==> config.mk <==
export PLATFORM = sky130hd
export DESIGN_NAME = ball_motion_engine
export DESIGN_NICKNAME = d
export VERILOG_FILES = /design/src/rtl/ball_motion_pkg.sv /design/src/rtl/ball_axis_integrator.sv /design/src/rtl/ball_motion_engine.sv
export SDC_FILE = /design/constraint.sdc
export NUM_CORES = 1
export LEC_CHECK = 0
export ABC_AREA = 1
export BUFFER_PORTS_ARGS = -buffer_cell sky130_fd_sc_hd__buf_2
export CORE_MARGIN = 10
export CORE_UTILIZATION = 38
export DETAILED_ROUTE_END_ITERATION = 10
export GPL_TIMING_DRIVEN = 0
export HOLD_SLACK_MARGIN = 0.02
export PLACE_DENSITY = 0.64
export RECOVER_POWER = 25
export SYNTH_ARGS = -nofsm -noshare
export SYNTH_HDL_FRONTEND = slang
export SYNTH_HIERARCHICAL = 1
export SYNTH_SLANG_ARGS = --single-unit
==> constraint.sdc <==
create_clock -name clk -period 16.2 [get_ports clk]
set_input_delay 1.62 -clock clk [delete_from_list [all_inputs] [get_ports clk]]
set_output_delay 1.62 -clock clk [all_outputs]
set_load 0.05 [all_outputs]
==> src/rtl/ball_motion_pkg.sv <==
// ball_motion_pkg: shared state encoding, collision bit indices and fixed-point helpers
package ball_motion_pkg;
    typedef enum logic [1:0] {REST, CHARGE, ROLL, POCKET} ball_state_e;

    localparam int EDGE_LEFT   = 3;
    localparam int EDGE_TOP    = 2;
    localparam int EDGE_RIGHT  = 1;
    localparam int EDGE_BOTTOM = 0;
    localparam int WALL_HORZ   = 1;
    localparam int WALL_VERT   = 0;

    // Arithmetic shift that rounds toward zero instead of toward -inf
    function automatic logic signed [63:0] sra_tz(input logic signed [63:0] v, input int sh);
        return (v < 64'sd0) ? -((-v) >>> sh) : (v >>> sh);
    endfunction

    function automatic logic signed [63:0] sat(input logic signed [63:0] v, input logic signed [63:0] lim);
        return (v > lim) ? lim : (v < -lim) ? -lim : v;
    endfunction
endpackage

==> src/rtl/ball_axis_integrator.sv <==
// ball_axis_integrator: one axis of fixed-point position/velocity with friction, reflection and damping
module ball_axis_integrator
    import ball_motion_pkg::*;
#(
    parameter int INIT_POS        = 400,
    parameter int POS_W           = 11,
    parameter int FRAC_BITS       = 6,
    parameter int VEL_W           = 24,
    parameter int FRICTION_SHIFT  = 6,
    parameter int WALL_DAMP_SHIFT = 0,
    parameter int MIN_SPEED       = 2,
    parameter int BOUNCE_SPEED    = 128
) (
    input  logic                    clk,
    input  logic                    reset,
    input  logic                    frame,
    input  logic                    set,
    input  logic signed [POS_W-1:0] set_pos,
    input  logic                    load,
    input  logic signed [VEL_W-1:0] load_vel,
    input  logic                    wall_hit,
    input  logic                    lo_hit,
    input  logic                    hi_hit,
    output logic signed [POS_W-1:0] pos_px,
    output logic signed [POS_W-1:0] speed,
    output logic                    vel_nz
);
    localparam int PW = POS_W + FRAC_BITS;
    localparam logic signed [63:0] VEL_MAX = (64'sd1 <<< (VEL_W - 1)) - 64'sd1;
    localparam logic signed [63:0] SPD_MAX = (64'sd1 <<< (POS_W - 1)) - 64'sd1;
    localparam logic signed [63:0] BOUNCE  = 64'(BOUNCE_SPEED) <<< FRAC_BITS;
    localparam logic signed [63:0] MIN_SPD = 64'(MIN_SPEED);

    logic signed [PW-1:0]    pos_q, pos_d;
    logic signed [VEL_W-1:0] vel_q, vel_d;
    logic signed [63:0]      v, spd, ball_v, hit, fric, fspd;
    logic                    ball_act;

    always_comb begin
        v        = 64'(vel_q);
        spd      = sra_tz(v, FRAC_BITS);
        ball_act = lo_hit || hi_hit;
        ball_v   = ((lo_hit && v < 64'sd0) || (hi_hit && v > 64'sd0)) ? -v :
                   (lo_hit && v == 64'sd0) ? BOUNCE :
                   (hi_hit && v == 64'sd0) ? -BOUNCE : v;
        hit      = !wall_hit ? ball_v :
                   (WALL_DAMP_SHIFT != 0) ? -v - sra_tz(-v, WALL_DAMP_SHIFT) : -v;
        fric     = v - sra_tz(v, FRICTION_SHIFT);
        fspd     = sra_tz(fric, FRAC_BITS);
        if ((fspd <= MIN_SPD && fspd >= -MIN_SPD) || ((fric < 64'sd0) != (v < 64'sd0)))
            fric = 64'sd0;
        // A collision this cycle replaces the friction step for this frame
        vel_d = set ? '0 : load ? load_vel :
                (wall_hit || ball_act) ? VEL_W'(sat(hit, VEL_MAX)) :
                frame ? VEL_W'(fric) : vel_q;
        pos_d = set ? PW'(set_pos) <<< FRAC_BITS : frame ? pos_q + PW'(spd) : pos_q;
    end

    always_ff @(posedge clk or posedge reset) begin
        if (reset) begin
            pos_q <= PW'(INIT_POS) <<< FRAC_BITS;
            vel_q <= '0;
        end else begin
            pos_q <= pos_d;
            vel_q <= vel_d;
        end
    end

    assign pos_px = pos_q[PW-1:FRAC_BITS];
    assign speed  = POS_W'(sat(spd, SPD_MAX));
    assign vel_nz = vel_d != '0;
endmodule

==> src/rtl/ball_motion_engine.sv <==
// ball_motion_engine: per-ball state machine and cue-ball shot charging over two axis integrators.
// Define BALL_POCKET_EN to enable pocket parking and respawn.
module ball_motion_engine
    import ball_motion_pkg::*;
#(
    parameter int INITIAL_X       = 400,
    parameter int INITIAL_Y       = 220,
    parameter int CUE_BALL        = 0,
    parameter int POS_W           = 11,
    parameter int FRAC_BITS       = 6,
    parameter int VEL_W           = 24,
    parameter int FRICTION_SHIFT  = 6,
    parameter int WALL_DAMP_SHIFT = 0,
    parameter int MIN_SPEED       = 2,
    parameter int MAX_SHOT        = 512,
    parameter int SHOT_STEP       = 64,
    parameter int BOUNCE_SPEED    = 128,
    parameter int PARK_X          = 700,
    parameter int PARK_Y          = 20
) (
    input  logic                    clk,
    input  logic                    reset,
    input  logic                    startOfFrame,
    input  logic                    chargeUp,
    input  logic                    chargeDown,
    input  logic                    chargeLeft,
    input  logic                    chargeRight,
    input  logic                    releaseBall,
    input  logic                    collision_with_wall,
    input  logic [1:0]              collided_wall,
    input  logic                    collision_with_ball,
    input  logic [3:0]              HitEdgeCode,
    input  logic                    pocketed,
    input  logic                    respawn,
    output logic signed [POS_W-1:0] topLeftX,
    output logic signed [POS_W-1:0] topLeftY,
    output logic signed [POS_W-1:0] XspeedOUT,
    output logic signed [POS_W-1:0] YspeedOUT,
    output logic signed [POS_W-1:0] shotX,
    output logic signed [POS_W-1:0] shotY,
    output logic                    moving,
    output logic                    stopped
);
    ball_state_e             state_q, state_d;
    logic signed [POS_W-1:0] shot_x_q, shot_x_d, shot_y_q, shot_y_d, acc_x, acc_y, set_x, set_y;
    logic                    stopped_q, stopped_d;
    logic                    pocket_go, respawn_go, active, fire, vel_nz_x, vel_nz_y;

`ifdef BALL_POCKET_EN
    assign pocket_go  = pocketed && state_q != POCKET;
    assign respawn_go = respawn && state_q == POCKET;
    assign set_x      = pocket_go ? POS_W'(PARK_X) : POS_W'(INITIAL_X);
    assign set_y      = pocket_go ? POS_W'(PARK_Y) : POS_W'(INITIAL_Y);
`else
    logic unused_pocket;
    assign pocket_go     = 1'b0;
    assign respawn_go    = 1'b0;
    assign set_x         = POS_W'(INITIAL_X);
    assign set_y         = POS_W'(INITIAL_Y);
    assign unused_pocket = ^{pocketed, respawn, 32'(PARK_X), 32'(PARK_Y)};
`endif

    assign active = state_q != POCKET && !pocket_go;
    assign fire   = (CUE_BALL != 0) && state_q == CHARGE && releaseBall && active;

    always_comb begin
        acc_x = POS_W'(sat(64'(shot_x_q) + (chargeRight ? 64'(SHOT_STEP) : 64'sd0)
                           - (chargeLeft ? 64'(SHOT_STEP) : 64'sd0), 64'(MAX_SHOT)));
        acc_y = POS_W'(sat(64'(shot_y_q) + (chargeDown ? 64'(SHOT_STEP) : 64'sd0)
                           - (chargeUp ? 64'(SHOT_STEP) : 64'sd0), 64'(MAX_SHOT)));
        state_d   = state_q;
        stopped_d = 1'b0;
        shot_x_d  = shot_x_q;
        shot_y_d  = shot_y_q;
        if (pocket_go) begin
            state_d  = POCKET;
            shot_x_d = '0;
            shot_y_d = '0;
        end else if (respawn_go) begin
            state_d = REST;
        end else if (state_q == ROLL) begin
            state_d   = (vel_nz_x || vel_nz_y) ? ROLL : REST;
            stopped_d = !(vel_nz_x || vel_nz_y);
        end else if (fire) begin
            state_d  = (shot_x_q != '0 || shot_y_q != '0) ? ROLL : REST;
            shot_x_d = '0;
            shot_y_d = '0;
        end else if (active && collision_with_ball && (vel_nz_x || vel_nz_y)) begin
            state_d  = ROLL;
            shot_x_d = '0;
            shot_y_d = '0;
        end else if (active && CUE_BALL != 0) begin
            shot_x_d = acc_x;
            shot_y_d = acc_y;
            if (chargeUp || chargeDown || chargeLeft || chargeRight)
                state_d = CHARGE;
        end
    end

    always_ff @(posedge clk or posedge reset) begin
        if (reset) begin
            state_q   <= REST;
            shot_x_q  <= '0;
            shot_y_q  <= '0;
            stopped_q <= 1'b0;
        end else begin
            state_q   <= state_d;
            shot_x_q  <= shot_x_d;
            shot_y_q  <= shot_y_d;
            stopped_q <= stopped_d;
        end
    end

    ball_axis_integrator #(
        .INIT_POS(INITIAL_X), .POS_W(POS_W), .FRAC_BITS(FRAC_BITS), .VEL_W(VEL_W),
        .FRICTION_SHIFT(FRICTION_SHIFT), .WALL_DAMP_SHIFT(WALL_DAMP_SHIFT),
        .MIN_SPEED(MIN_SPEED), .BOUNCE_SPEED(BOUNCE_SPEED)
    ) u_axis_x (
        .clk(clk), .reset(reset), .frame(startOfFrame),
        .set(pocket_go || respawn_go), .set_pos(set_x),
        .load(fire), .load_vel(VEL_W'(64'(shot_x_q) <<< FRAC_BITS)),
        .wall_hit(active && collision_with_wall && collided_wall[WALL_VERT]),
        .lo_hit(active && collision_with_ball && HitEdgeCode[EDGE_LEFT]),
        .hi_hit(active && collision_with_ball && HitEdgeCode[EDGE_RIGHT]),
        .pos_px(topLeftX), .speed(XspeedOUT), .vel_nz(vel_nz_x)
    );

    ball_axis_integrator #(
        .INIT_POS(INITIAL_Y), .POS_W(POS_W), .FRAC_BITS(FRAC_BITS), .VEL_W(VEL_W),
        .FRICTION_SHIFT(FRICTION_SHIFT), .WALL_DAMP_SHIFT(WALL_DAMP_SHIFT),
        .MIN_SPEED(MIN_SPEED), .BOUNCE_SPEED(BOUNCE_SPEED)
    ) u_axis_y (
        .clk(clk), .reset(reset), .frame(startOfFrame),
        .set(pocket_go || respawn_go), .set_pos(set_y),
        .load(fire), .load_vel(VEL_W'(64'(shot_y_q) <<< FRAC_BITS)),
        .wall_hit(active && collision_with_wall && collided_wall[WALL_HORZ]),
        .lo_hit(active && collision_with_ball && HitEdgeCode[EDGE_TOP]),
        .hi_hit(active && collision_with_ball && HitEdgeCode[EDGE_BOTTOM]),
        .pos_px(topLeftY), .speed(YspeedOUT), .vel_nz(vel_nz_y)
    );

    assign moving  = state_q == ROLL;
    assign stopped = stopped_q;
    assign shotX   = shot_x_q;
    assign shotY   = shot_y_q;
endmodule
* Yosys cells after proc, flatten, opt, wreduce, memory -nomap -nowiden
Index checks and enable logic that the tools add are counted.
W data, S select, Z words.
** Operators by class
- Add/sub/neg operators :: 12
- $mul :: 0
- Divide/modulo/power cells :: 0
- Order comparisons :: 18
- Eq/ne operators :: 4
- Shift operators :: 0
- Multiplexer cells :: 30
- Bitwise logic cells :: 0
- Reductions and logical operators :: 34
** Operators by type and width (number)
- $mux W64 :: 12
- $neg A58 Y64 :: 4
- $mux W24 :: 10
- $ge A64 B2 Y1 const B :: 2
- $gt A64 B11 Y1 const B :: 2
- $gt A64 B24 Y1 const B :: 2
- $le A64 B3 Y1 const B :: 2
- $logic_not A64 Y1 :: 2
- $lt A64 B1 Y1 const B :: 2
- $lt A64 B11 Y1 const B :: 2
- $lt A64 B24 Y1 const B :: 2
- $neg A24 Y64 :: 2
- $neg A64 Y64 :: 2
- $sub A24 B64 Y64 :: 2
- $gt A24 B1 Y1 const B :: 2
- $lt A24 B1 Y1 const B :: 2
- $reduce_bool A24 Y1 :: 2
- $mux W11 :: 4
- $add A17 B17 Y17 :: 2
- $logic_and A1 B1 Y1 :: 19
- $logic_or A1 B1 Y1 :: 9
- $mux W2 :: 3
- $eq A2 B2 Y1 const B :: 1
- $ne A1 B1 Y1 :: 2
- 4 further kinds :: 4
** Storage, ports and cells
- Register bits :: 85
- Bits in latches :: 0
- Bits in writable memories :: 0
- Bits in read-only memories :: 0
- Word-level logic and storage cells :: 104
- Memories kept :: 0

* Depth between registers and ports, before layout
- Depth in word-level cells :: 18
- Depth in mapped cells :: 65
- Gate-level depth less buffers :: 63

* By module
Netlist, hierarchy kept.
** By module, submodules not included
- ball_axis_integrator at u_axis_y :: times used 1, cells each 2247, area an instance 11969.0 µm², sequential area each 1032.2 µm²
- ball_axis_integrator at u_axis_x :: times used 1, cells each 2190, area an instance 11509.8 µm², sequential area each 1029.7 µm²
- ball_motion_engine :: times used 1, cells each 47, area an instance 306.5 µm², sequential area each 50.0 µm²

* Worst setup path before layout
OpenSTA, ideal clock, no wires.
- Path type :: reg2out
- Start :: register u_axis_x.vel_q[23]
- End :: output port XspeedOUT[0]
- Data arrival time :: 5.408 ns
- Required time :: 14.580 ns
- Slack :: 9.172 ns
- Stages on the path, launching flop included :: 22
- Cell sequence :: dfrtp_1 > buf_2 > clkinv_1 > clkbuf_1 > clkbuf_1 > ha_1 > inv_1 > nor2_1 > inv_1 > nor2_4 > nand3_1 > nor2_2 > nand2_1 > inv_2 > nand3_1 > nand2_1 > nor2_1 > inv_1 > nor4_1 > nand3_1 > o41ai_1 > nand3_1
** On the way
- Cells in the longest elaborated chain, start to end :: 6
** RTL lines
- start, declared :: RTL line ball_axis_integrator.sv:35 : logic signed [VEL_W-1:0] vel_q, vel_d;
- start signal, assigned :: RTL line ball_axis_integrator.sv:65 : vel_q <= vel_d;
- $neg A24 Y64 :: RTL line ball_motion_pkg.sv:14 : return (v < 64'sd0) ? -((-v) >>> sh) : (v >>> sh);
- $neg A58 Y64 :: RTL line ball_motion_pkg.sv:14
- $mux W64 * :: RTL line ball_motion_pkg.sv:14
- $lt A64 B11 Y1 :: RTL line ball_motion_pkg.sv:18 : return (v > lim) ? lim : (v < -lim) ? -lim : v;
- $mux W11 :: RTL line ball_motion_pkg.sv:18
- $mux W11 * :: RTL line ball_motion_pkg.sv:18
- end, declared :: RTL line ball_motion_engine.sv:37 : output logic signed [POS_W-1:0] XspeedOUT,
Mark *: on every way between the ends. The rest lies on a longest branch, timed or not.

* Final worst setup path
- Start :: register u_axis_x.vel_q[23]
- End :: register state_q[1]
** On the way
- Cells in the longest elaborated chain, start to end :: 17
** RTL lines
- $neg A24 Y64 :: RTL line ball_motion_pkg.sv:14, ball_axis_integrator.sv:43, ball_axis_integrator.sv:47
- $neg A58 Y64 :: RTL line ball_motion_pkg.sv:14
- $mux W64 :: RTL line ball_motion_pkg.sv:14
- $sub A24 B64 Y64 :: RTL line ball_axis_integrator.sv:48 : fric = v - sra_tz(v, FRICTION_SHIFT);
- $neg A64 Y64 :: RTL line ball_motion_pkg.sv:14
- $neg A58 Y64 :: RTL line ball_motion_pkg.sv:14
- $mux W64 :: RTL line ball_motion_pkg.sv:14
- $le A64 B3 Y1 / $ge A64 B2 Y1 (equally long branches) :: RTL line ball_axis_integrator.sv:50 : if ((fspd <= MIN_SPD && fspd >= -MIN_SPD) || ((fric < 64'sd0) != (v < 64'sd0)))
- [2 not listed]
- $mux W24 :: RTL line ball_axis_integrator.sv:50
- $mux W24 :: RTL line ball_axis_integrator.sv:55 : frame ? VEL_W'(fric) : vel_q;
- $mux W24 * :: RTL line ball_axis_integrator.sv:54 : (wall_hit || ball_act) ? VEL_W'(sat(hit, VEL_MAX)) :
- $reduce_bool A24 Y1 * :: RTL line ball_axis_integrator.sv:71 : assign vel_nz = vel_d != '0;
- named net vel_nz_x :: RTL line ball_motion_engine.sv:47 : logic pocket_go, respawn_go, active, fire, vel_nz_x, vel_nz_y;
- $logic_or A1 B1 Y1 * :: RTL line ball_motion_engine.sv:82, ball_motion_engine.sv:88
- $mux W2 / $logic_and A1 B1 Y1 (equally long branches) :: RTL line ball_motion_engine.sv:82, ball_motion_engine.sv:88
- $mux W2 / $reduce_bool A2 Y1 (equally long branches)
- end signal, assigned :: RTL line ball_motion_engine.sv:107 : state_q <= state_d;
- end, declared :: RTL line ball_motion_engine.sv:44 : ball_state_e state_q, state_d;
The timed path passes the listed nets; every way through them passes the cells marked *.
A chain may end at the register's enable or synchronous reset.

==> results <==
- The run finished, with violations left.
- The final reports fail on max-capacitance violations, max-slew violations.
- The total power is 0.002291 W.
- The distinct cell type count of the synthesized netlist is 73.
- By area the synthesized netlist is led by sky130_fd_sc_hd__nand2_1, sky130_fd_sc_hd__nand3_1, sky130_fd_sc_hd__nor2_1, sky130_fd_sc_hd__inv_1, sky130_fd_sc_hd__dfrtp_1.
- The number of synthesis warnings is 6.
- The number of synthesized flops with an enable pin is 0.
- The most repeated cell in the gate-level netlist after synthesis is sky130_fd_sc_hd__nand2_1.
- The clock group share of total power is 0.091.
- Summed over all cells, the static leakage comes to 13.39 nW.
- The fill cell instance count of the final layout is 6998.
- In this run the horizontal extent of the chip is 270.2 µm.
- The clock-pin transition on the worst setup and hold timing paths is 0.07 ns.
- In this run the power density over the cells is 88.56 mW/mm².
- Of the total synthesized cell area, the portion taken by AND, OR, NAND and NOR gates is 0.6048.
- The placement row count is 91.
- In the synthesized netlist, the cells that appear most often are sky130_fd_sc_hd__nand2_1, sky130_fd_sc_hd__nor2_1, sky130_fd_sc_hd__inv_1.
- Setup repair after global routing left no endpoint under its margin.
- Of the synthesized area, sequential elements account for 0.08880.
- Dividing the detail-routed wire length by the instance count gives 16.31 µm.
- In this run the vertical extent of the chip is 270.2 µm.
- Excluding fillers, the count of instances in the completed layout stands at 5501.
- The net switching fraction of the power is 0.6173.
- In this design, the stage delay of the slowest critical-path cell is 0.52 ns.
- The repair_antennas step left the layout with diodes totalling 0.
- The complex-gate fraction of the synthesized area came to 0.1093.
- The largest fanout on the critical path is 10.
- The total routing usage reported by global routing is 0.2345.
- The die area is 0.07300 mm².
- After synthesis the cells add up to 0.02379 mm².
- The tree is rooted in a sky130_fd_sc_hd__clkbuf_16.
- The count of final max-slew check failures is 34.
- The core region is 0.06183 mm².
- The worst hold path belongs to the class flip-flop to flip-flop.
- Measured against its own limit, the worst slew margin works out to -0.2655.
- The post-synthesis instance total is 4484.
- Of the total synthesized cell area, the portion taken by full adders, half adders and majority gates is 0.04861.
- Dividing the detail-routed via count by the number of cells gives 5.277.
- The H-tree generated during clock tree synthesis spans 3 levels.
- The post-cts repair resize count is 0.
- The post-detailed-route count of antenna-violating nets is 0.
- The leading register cell type out of synthesis is sky130_fd_sc_hd__dfrtp_1.
- The number of port buffers is 56.
- The category of the worst setup path capture point is a flip-flop.
- In this run the post-CTS setup repair buffer count came out at 0.
- The detailed router placed 29028 vias in this run.
- Of the total power, combinational logic draws 0.783.
- After detailed routing, the number of remaining DRC violations is 0.
- The clock passes through at most 2 buffers.
- The number of antenna violations at the first check in global routing is 0.
- Setup violations remaining at the end of the flow were counted as 0.
- The clock net in this run drives a total of 84 sinks.
- The pin slew with the least headroom to its limit is 1.898 ns.
- The clock tree from TritonCTS is yes.
- The post-synthesis register bit count is 84.
- The tool flagged a number of max-cap violations equal to 1.
- The cell internal power dissipation is 0.0008769 W.
- The initial utilization of the core area, before any placement, comes to 0.3847.
- The insertion delay to the later sink of the worst-skew pair is 0.35 ns.
- The placer's final routability congestion estimate is 1.014.
- Summed over all nets, the switching power comes to 0.001414 W.
- Across the VDD grid, the largest voltage drop is 64.12 µV.
- The final count of hold timing violations is 0.
- The worst setup path category is flip-flop to flip-flop.
- For this run, the post-layout net count is 4767.
- The largest area contributor in the synthesized netlist is sky130_fd_sc_hd__nand2_1.
- The routed wire length is 89700 µm.
- The first global-routing pass estimated 141500 µm of wire.
- Dividing the final minimum period by the clock period gives 0.5727.
- The via count of the first global-routing pass is 26131.
- Once placement completed, the tool counted placed cells totaling 5483.
- The number of DRC markers after the initial detailed-route iteration is 3025.
- The final-layout setup total negative slack is 0 ns.
- Clock tree synthesis inserted a total of 9 buffers.
- Among all stages on the critical path, the largest delay is contributed by sky130_fd_sc_hd__clkbuf_1.
- The share of synthesized area in the top cell type comes to 0.2272.
- The required time of the worst setup path is 16.45 ns.
- After synthesis, the largest family of logic cells by area is simple AND/OR/NAND/NOR gates.
- In the final layout, the share of cells above drive strength 1 is 0.1301.
- In this run, post-CTS hold repair placed 0 buffers.
- The data arrival time of the critical path is 9.52 ns.
- The maximum clock frequency is 107.8 MHz.
- The largest net degree at the start of global routing is 34.
- The type of element launching the critical path is a flip-flop.
- Pin placement for this block handled 86 I/O pins.
- Counting I/O delays and the setup requirement, the final critical path takes 9.277 ns.
- The wire-length estimate of the detail-placed layout is 75620 µm.
- The sequential share of power is 0.127.
- In this design, the critical path's most frequently occurring cell is sky130_fd_sc_hd__nand2_1.
- The area growth from synthesis to final layout is 8.780%.
- Of the total synthesized cell area, the portion taken by XOR and XNOR cells is 0.02025.
- The synthesized area per cell is 5.304 µm².
- The detailed-router iteration count before antenna repair is 9.
- The final worst clock skew is 0.01258 ns.
- The share of synthesized registers carrying an async set or reset is 1.000.
- The multiplexer share of the synthesized area is 0.0004208.
- After global routing the overflow that remains totals 0.
- Across all hold checks on the routed design, the worst slack comes to 0.5151 ns.
-- through the flow --
step           utilization  cell area (µm²)  setup slack, ns
3_3_place_gp        0.4123            25490            7.102
4_1_cts             0.4186            25880            7.094
6_report            0.4185            25870            6.923
2_1_floorplan            -            24160            9.172
5_1_grt             0.4185            25870            5.916
3_5_place_dp        0.4138            25580            7.130
-- cells by family (layout without fill, tap and decap cells) --
kind of cell / count (synthesis) / after routing
simple gates: 3064 / 3064
xor+xnor: 55 / 55
buf+inv: 732 / 811
flops: 84 / 84
other cells: 2 / 103
compound gates: 456 / 456
fa+ha+maj: 90 / 90
mux: 1 / 1
-- path summary, 6_finish.rpt --
check	end	cells past startpoint	slack, ns	start
hold reg to reg	u_axis_x/pos_q[0]	2	0.52	u_axis_x/pos_q[0]
setup / recovery	state_q[1]	55	6.92	u_axis_x/vel_q[23]
setup reg to reg	state_q[1]	55	6.92	u_axis_x/vel_q[23]
min in group asynchronous	stopped	2	1.13	reset
hold / removal	u_axis_x/pos_q[0]	2	0.52	u_axis_x/pos_q[0]
max in group asynchronous	u_axis_y/vel_q[6]	3	12.83	reset
-- flip-flops by register name, summed over array words and instances, names as in the netlist --
signal,flops
state_q,1
stopped,1
u_axis_x/pos_q,17
u_axis_x/vel_q,24
u_axis_y/pos_q,17
u_axis_y/vel_q,24
-- layer usage --
metal / global-route usage / share of wire / vias to the layer above / routed length (µm)
li1: - / - / 14736 / -
met1: 0.3264 / 0.46 / 13064 / 41500
met2: 0.3707 / 0.43 / 1083 / 38840
met5: 0 / 0 / - / 0
met3: 0.03602 / 0.080 / 145 / 7191
met4: 0.05969 / 0.024 / 0 / 2162
-- layout by cell type, fill, tap and decap left out, drive strengths merged, types with 3 or more instances in the layout --
cell | synthesis | routed
nand3b | 19 | 19
xnor2 | 15 | 15
fa | 4 | 4
o31ai | 6 | 6
a21boi | 3 | 3
or2 | 11 | 11
dfstp | 8 | 8
dfrtp | 76 | 76
o221ai | 6 | 6
o21a | 7 | 7
a22o | 3 | 3
o21bai | 10 | 10
nor3 | 52 | 52
a21oi | 116 | 116
conb | 2 | 103
clkinv | 6 | 8
nand4 | 152 | 152
inv | 569 | 574
a31oi | 14 | 14
nand3 | 513 | 513
nor2 | 685 | 685
o211ai | 15 | 15
clkbuf | 59 | 71
o41ai | 7 | 7
o311ai | 12 | 12
ha | 86 | 86
o22ai | 3 | 3
a2111oi | 3 | 3
a211oi | 6 | 6
nor3b | 4 | 4
xor2 | 40 | 40
nor4 | 32 | 32
o21ai | 234 | 234
and3 | 4 | 4
buf | 98 | 158
nand2 | 1584 | 1584
-- critical path, delay by kind of cell, from the launching register on --
family	cells	cell delay, ns
fa+ha+maj	1	0.50
compound gates	1	0.29
flops	1	0.45
buf+inv	7	2.35
simple gates	45	5.33
xor+xnor	1	0.19
-- power by group through the flow --
stage | registers (W) | logic [W] | clock network (W)
after detailed placement | 0.000291 | 0.00176 | 0
after global routing | 0.000292 | 0.00201 | 0.000221
after global placement | 0.000291 | 0.00174 | 0
after floorplan | 0.000269 | 0.00135 | 0
final | 0.000290 | 0.00179 | 0.000208
after CTS | 0.000288 | 0.00176 | 0.000213
-- area by class of cell --
class	count	area (µm²)	area share
Buffer	157	873.3	0.03375
Tap cell	837	1047	0.04048
Sequential cell	84	2112	0.08163
Clock inverter	7	71.32	0.002756
Inverter	575	2160	0.08347
Multi-Input combinational cell	3769	19050	0.7363
Timing Repair Buffer	63	335.3	0.01296
Clock buffer	9	225.2	0.008704
(Power assumes the default switching activity.)
